==> src/rtl/usbfs_tx_pkt.sv <==
// rtl/usbfs_tx_pkt.sv - IN-endpoint packet stage: buffers one packet, streams PID/payload/CRC16, retransmits until ACK
module usbfs_tx_pkt #(
  parameter int MAX_PKT = 8
) (
  input  logic                         i_clk,
  input  logic                         i_rst,
  input  logic                         i_inToken,
  input  logic                         i_ack,
  input  logic                         i_timeout,
  input  logic                         i_toggleClr,
  output logic                         o_etTxAccepted,
  input  logic                         i_etWrEn,
  input  logic [$clog2(MAX_PKT)-1:0]   i_etWrIdx,
  input  logic [7:0]                   i_etWrByte,
  input  logic [$clog2(MAX_PKT+1)-1:0] i_etWrNBytes,
  output logic                         o_txValid,
  input  logic                         i_txReady,
  output logic [7:0]                   o_txData,
  output logic                         o_txLast,
  output logic                         o_busy
);
  localparam int IDX_W = $clog2(MAX_PKT);
  localparam int LEN_W = $clog2(MAX_PKT + 1);
  localparam logic [LEN_W-1:0] LEN_MAX = LEN_W'(MAX_PKT);

  typedef enum logic [2:0] {
    S_IDLE, S_ACCEPT, S_FILL, S_PID, S_DATA, S_CRCL, S_CRCH, S_WAITACK
  } state_t;

  state_t           state_q, state_d;
  logic [LEN_W-1:0] len_q, len_d;
  logic [IDX_W-1:0] rd_q, rd_d;
  logic [15:0]      crc_q, crc_d;
  logic             toggle_q, toggle_d;
  logic             retained_q, retained_d;
  logic             acc_q, acc_d;
  logic             valid_q, valid_d;
  logic             last_q, last_d;
  logic             busy_q, busy_d;
  logic [7:0]       data_q, data_d;
  logic             mem_we, hs, load;
  logic [7:0]       pkt_mem_q [MAX_PKT];

  // Reflected CRC16 (poly 0x8005 -> 0xA001), one byte LSB first.
  function automatic logic [15:0] crc16_byte(input logic [15:0] c, input logic [7:0] b);
    logic [15:0] r;
    r = c;
    for (int i = 0; i < 8; i++) begin
      if (r[0] ^ b[i]) r = (r >> 1) ^ 16'hA001;
      else             r = r >> 1;
    end
    return r;
  endfunction

  always_comb begin
    state_d    = state_q;
    len_d      = len_q;
    rd_d       = rd_q;
    crc_d      = crc_q;
    toggle_d   = toggle_q;
    retained_d = retained_q;
    mem_we     = 1'b0;
    hs         = valid_q && i_txReady;

    case (state_q)
      S_IDLE: begin
        if (i_inToken) state_d = (retained_q && !i_toggleClr) ? S_PID : S_ACCEPT;
      end
      S_ACCEPT: begin
        len_d   = '0;
        state_d = S_FILL;
      end
      S_FILL: begin
        if (len_q == LEN_MAX || !i_etWrEn) begin
          state_d = S_PID;
        end else begin
          mem_we = 1'b1;
          len_d  = len_q + 1'b1;
        end
      end
      S_PID: begin
        if (hs) begin
          rd_d    = '0;
          state_d = (len_q != '0) ? S_DATA : S_CRCL;
        end
      end
      S_DATA: begin
        if (hs) begin
          crc_d = crc16_byte(crc_q, pkt_mem_q[rd_q]);
          rd_d  = rd_q + 1'b1;
          if ({1'b0, rd_q} == len_q - 1'b1) state_d = S_CRCL;
        end
      end
      S_CRCL: if (hs) state_d = S_CRCH;
      S_CRCH: if (hs) state_d = S_WAITACK;
      S_WAITACK: begin
        if (i_ack) begin
          toggle_d   = !toggle_q;
          retained_d = 1'b0;
          state_d    = S_IDLE;
        end else if (i_timeout) begin
          retained_d = 1'b1;
          state_d    = S_IDLE;
        end else if (i_inToken) begin
          state_d = S_PID;
        end
      end
      default: state_d = S_IDLE;
    endcase

    if (state_d == S_PID && state_q != S_PID) crc_d = 16'hFFFF;
    if (i_toggleClr) begin
      toggle_d   = 1'b0;
      retained_d = 1'b0;
    end

    acc_d   = (state_d == S_ACCEPT);
    busy_d  = (state_d != S_IDLE);
    valid_d = state_d inside {S_PID, S_DATA, S_CRCL, S_CRCH};

    // Output byte only advances when the current one is consumed, so it holds under back-pressure.
    load   = !valid_q || hs;
    data_d = data_q;
    last_d = last_q;
    if (load) begin
      last_d = (state_d == S_CRCH);
      case (state_d)
        S_PID:   data_d = toggle_d ? 8'h4B : 8'hC3;
        S_DATA:  data_d = pkt_mem_q[rd_d];
        S_CRCL:  data_d = ~crc_d[7:0];
        S_CRCH:  data_d = ~crc_d[15:8];
        default: data_d = 8'h00;
      endcase
    end
  end

  always_ff @(posedge i_clk or posedge i_rst) begin
    if (i_rst) begin
      state_q    <= S_IDLE;
      len_q      <= '0;
      rd_q       <= '0;
      crc_q      <= 16'hFFFF;
      toggle_q   <= 1'b0;
      retained_q <= 1'b0;
      acc_q      <= 1'b0;
      valid_q    <= 1'b0;
      last_q     <= 1'b0;
      busy_q     <= 1'b0;
      data_q     <= 8'h00;
    end else begin
      state_q    <= state_d;
      len_q      <= len_d;
      rd_q       <= rd_d;
      crc_q      <= crc_d;
      toggle_q   <= toggle_d;
      retained_q <= retained_d;
      acc_q      <= acc_d;
      valid_q    <= valid_d;
      last_q     <= last_d;
      busy_q     <= busy_d;
      data_q     <= data_d;
    end
  end

  always_ff @(posedge i_clk) begin
    if (mem_we) pkt_mem_q[i_etWrIdx] <= i_etWrByte;
  end

  always @(posedge i_clk) begin
    if (state_q == S_FILL && i_etWrEn && len_q != LEN_MAX)
      assert (i_etWrIdx == len_q[IDX_W-1:0]);
    if (i_etWrEn)
      assert (state_q == S_FILL);
    if (state_q == S_FILL && state_d == S_PID)
      assert (i_etWrNBytes == len_q);
  end

  assign o_etTxAccepted = acc_q;
  assign o_txValid      = valid_q;
  assign o_txData       = data_q;
  assign o_txLast       = last_q;
  assign o_busy         = busy_q;

endmodule

==> config.mk <==
export PLATFORM = sky130hd
export DESIGN_NAME = usbfs_tx_pkt
export DESIGN_NICKNAME = d
export VERILOG_FILES = /design/src/rtl/usbfs_tx_pkt.sv
export SDC_FILE = /design/constraint.sdc
export NUM_CORES = 1
export LEC_CHECK = 0
export CAP_MARGIN = 0
export CORE_MARGIN = 4
export CORE_UTILIZATION = 50
export DETAILED_ROUTE_END_ITERATION = 16
export GPL_ROUTABILITY_DRIVEN = 1
export PLACE_DENSITY = 0.78
export SLEW_MARGIN = 20
export SYNTH_ARGS = -nofsm -noshare
export SYNTH_HDL_FRONTEND = slang
export SYNTH_SLANG_ARGS = --single-unit
==> constraint.sdc <==
create_clock -name i_clk -period 3.8 [get_ports i_clk]
set_clock_uncertainty 0.1 [all_clocks]
set_input_delay 0.76 -clock i_clk [delete_from_list [all_inputs] [get_ports i_clk]]
set_output_delay 0.76 -clock i_clk [all_outputs]
set_load 0.005 [all_outputs]
==> flow_summary_export.csv, run 1 <==
group,metric,value,unit
timing,fin_crit,3340,ps
setup_path,crit_slowest_cell,"clkdlybuf4s50_1",
setup_path,endpoint_kind,"register",
setup_path,path_cells,"clkdlybuf4s50_1 -> nand2_1 -> ha_1 -> or3_1 -> a21boi_1 -> a211oi_2 -> buf_4 -> inv_2 -> and3_1 -> a311o_1 -> a311oi_1 -> o22a_1",
layout,final_util,59.79,%
clock_tree,cts_made_buffers,9,
setup_path,critical_path_buf_inv_count,3,
synthesis,synth_async_sr_flop_share,38.46,%
setup_path,criticalPathCategory,"input pin to register",
setup_path,crit_fanout,9,
global_route,antenna_found_initial,0,
timing,final-setup-viol-count,0,
timing,holdWs,382.4,ps
floorplan,die_h,115.0,um
clock_tree,cts_setup_buffers,0,
power_and_ir_drop,powerDensity,641.4,nW/um^2
worst_hold_path,hp-class,"register to register",
placed_design,hpwl,9263,um
global_route,grt_pass1_wl,20620,um
routing,wirelength,13020,um
worst_hold_path,hold_start,"o_txLast",
routing,wire_per_inst,19.20,um
routing,vias,4019,
floorplan,initial_core_util,51.89,%
clock_tree,cts_sinks,104,
timing,setup_tns,0,ps
synthesis,ys_ff_latch,104,
floorplan,die_w,115.0,um
global_route,grt_max_degree,41,
floorplan,num_rows,38,
worst_hold_path,whs_path_depth,2,
power_and_ir_drop,p_total,4.230,mW
synthesis,seq_area_frac_synth,51.41,%
worst_hold_path,min_to,"o_txLast",
floorplan,die_area,13220,um^2
timing,maxSlewViolCount,0,
clock_tree,clk_latency,350,ps
clock_tree,cts_resized,0,
synthesis,ys_types,78,
clock_tree,cts_buffer_depth,2,
timing,fin_crit_sh,87.90,%
timing,fmax,0.2994,GHz
clock_tree,clk_pin_slew,70,ps
setup_path,slowest_delay,490,ps
routing,dr.pass1.iters,5,
setup_path,r2r-start,"len_q[0]",
timing,hold_violations,0,
timing,tightest_slew,646.5,ps
timing,rsz0062_at_grt,"no",
synthesis,syn_inst,489,
global_route,grt.overflow.total,0,
global_route,grt_util_all_layers,20.59,%
synthesis,yosysWarnings,0,
synthesis,ys.flop_type,"edfxtp_1",
layout,final_nets,560,
synthesis,synth_edf_count,64,
clock_tree,cts_tree,"yes",
global_route,grt_pass1_vias,4074,
synthesis,avgSynthCellArea,11.71,um^2
job,cap_violations,0,
placed_design,place.gp.congestion,0.8818,
clock_tree,cts_root_buf,"clkbuf_16",
layout,syn_to_final_growth,15.21,%
synthesis,syn_nets,516,
clock_tree,htreeDepth,3,
synthesis,syn_area,5724,um^2
layout,antenna_cells,0,
floorplan,io_pins,35,
routing,drc,0,
routing,postRouteAntennaNets,0,
clock_tree,hold_buffers,0,
setup_path,reg2reg_to,"o_txData[2]",
floorplan,core_area,11030,um^2
setup_path,rr_worst_depth,10,
layout,drive_above_1_share,18.03,%
power_and_ir_drop,peakVddDrop,691.6,uV
setup_path,ff2ff_setup_slack,550,ps
setup_path,cp_top_family,"compound AO/OA/AOI/OAI gates",
layout,fillers,886,
routing,routed_via_density,5.928,
setup_path,cp.arrival,3530,ps
setup_path,cp.required,3990,ps
run_status,status,"complete, no violations",
power_and_ir_drop,p_leak,2.390,nW
routing,drt_iter0_markers,295,
placed_design,io_buffers,30,
setup_path,start_kind,"input pin",
timing,relSlewSlack,56.90,%
-- worst min-delay path: cells and delay by family, from the launching register on --
family	cells	cell delay [ps]
DFF	1	350
and+or+nand+nor	2	100
-- flip-flops by register name, indices dropped and copies added (netlist names) --
| register | flops |
|---|---|
| pkt_mem_q | 64 |
| crc_q | 16 |
| o_txData | 8 |
| len_q | 4 |
| rd_q | 3 |
| state_q | 3 |
| o_busy | 1 |
| o_etTxAccepted | 1 |
| o_txLast | 1 |
| o_txValid | 1 |
| retained_q | 1 |
| toggle_q | 1 |
-- logic make-up after synthesis --
kind of cell / count (synthesis) / share of synthesized area, %
adders and majority gates: 4 / 0.8744
buffers and inverters: 39 / 3.432
muxes: 54 / 11.45
AOI/OAI and AO/OA: 103 / 13.60
xor gates and xnor gates: 27 / 5.552
and+or+nand+nor: 158 / 13.68
DFF: 104 / 51.41
-- through the flow --
stage	area (um^2)	worst slack (ps)	std cells
4_1_cts	6595	490.6	678
2_1_floorplan	5724	863.9	489
3_5_place_dp	6299	202.0	662
6_report	6595	459.7	678
5_1_grt	6595	355.3	678
3_3_place_gp	6299	240.9	662
-- power breakdown --
| group | switching (mW) | internal, mW |
|---|---|---|
| clock | 0.405 | 0.518 |
| combinational | 0.972 | 0.795 |
| sequential | 0.163 | 1.38 |
-- layout make-up --
type / count / area (um^2) / area share [%]
Inverter: 11 / 41.29 / 0.6261
Tap cell: 140 / 175.2 / 2.656
Sequential cell: 104 / 2943 / 44.62
Multi-Input combinational cell: 346 / 2594 / 39.33
Clock inverter: 5 / 63.81 / 0.9676
Timing Repair Buffer: 61 / 545.5 / 8.272
Clock buffer: 11 / 232.7 / 3.529
-- per-layer routing --
layer  part of all wire, %  wire length [um]  global-route usage [%]
met3                   5.4               698                   5.211
met5                     0                 0                       0
met4                   2.8               363                   8.607
met1                    43              5571                   25.72
met2                    49              6384                   34.14
-- synthesized netlist by cell type, types with 10 or more instances --
library cell	instances	area share (%)
nand2_1	71	4.7
edfxtp_1	64	34
mux2i_1	34	5.9
nor2_1	25	1.6
dfrtp_1	24	10
a21oi_1	18	1.6
dfstp_2	16	7.3
buf_2	12	1.0
clkbuf_1	10	0.66
xor2_1	10	1.5
-- worst max-delay path by stage --
stage | from | endpoint | depth (start not counted)
2_1_floorplan | len_q[0] | o_txData[4] | 12
3_3_place_gp | i_txReady | o_txData[4] | 12
3_5_place_dp | i_txReady | o_txData[4] | 12
4_1_cts | i_txReady | o_txData[4] | 12
5_1_grt | i_txReady | o_txData[4] | 12
6_report | i_txReady | o_txData[4] | 12
-- placed cells by master (no fill, tap or decap), types with 5 or more instances in the layout --
cell,netlist,routed
dfrtp_1,24,24
nand4_1,5,5
mux2i_1,34,34
nand2b_1,5,5
o21ai_1,6,6
o22ai_1,7,7
clkbuf_16,0,9
inv_1,7,7
xnor2_2,6,6
a311o_1,7,7
a21oi_1,18,18
dfstp_2,16,16
nor2_1,25,24
clkdlybuf4s50_1,0,30
xor2_1,10,10
nor2b_1,9,9
o211ai_1,8,8
o21ai_0,9,9
mux2_1,9,9
nor3_1,6,6
a31oi_1,5,5
or3_1,6,6
nand2_1,71,71
a211oi_1,8,8
buf_4,1,30
xnor2_1,7,7
edfxtp_1,64,64
Power figures use the tool's default switching activity.
==> inputs of run 2 (changes only) <==
- CAP_MARGIN: 0 -> 20
==> results of run 2 <==
Final layout, timing and power as in run 1 (identical DEF).
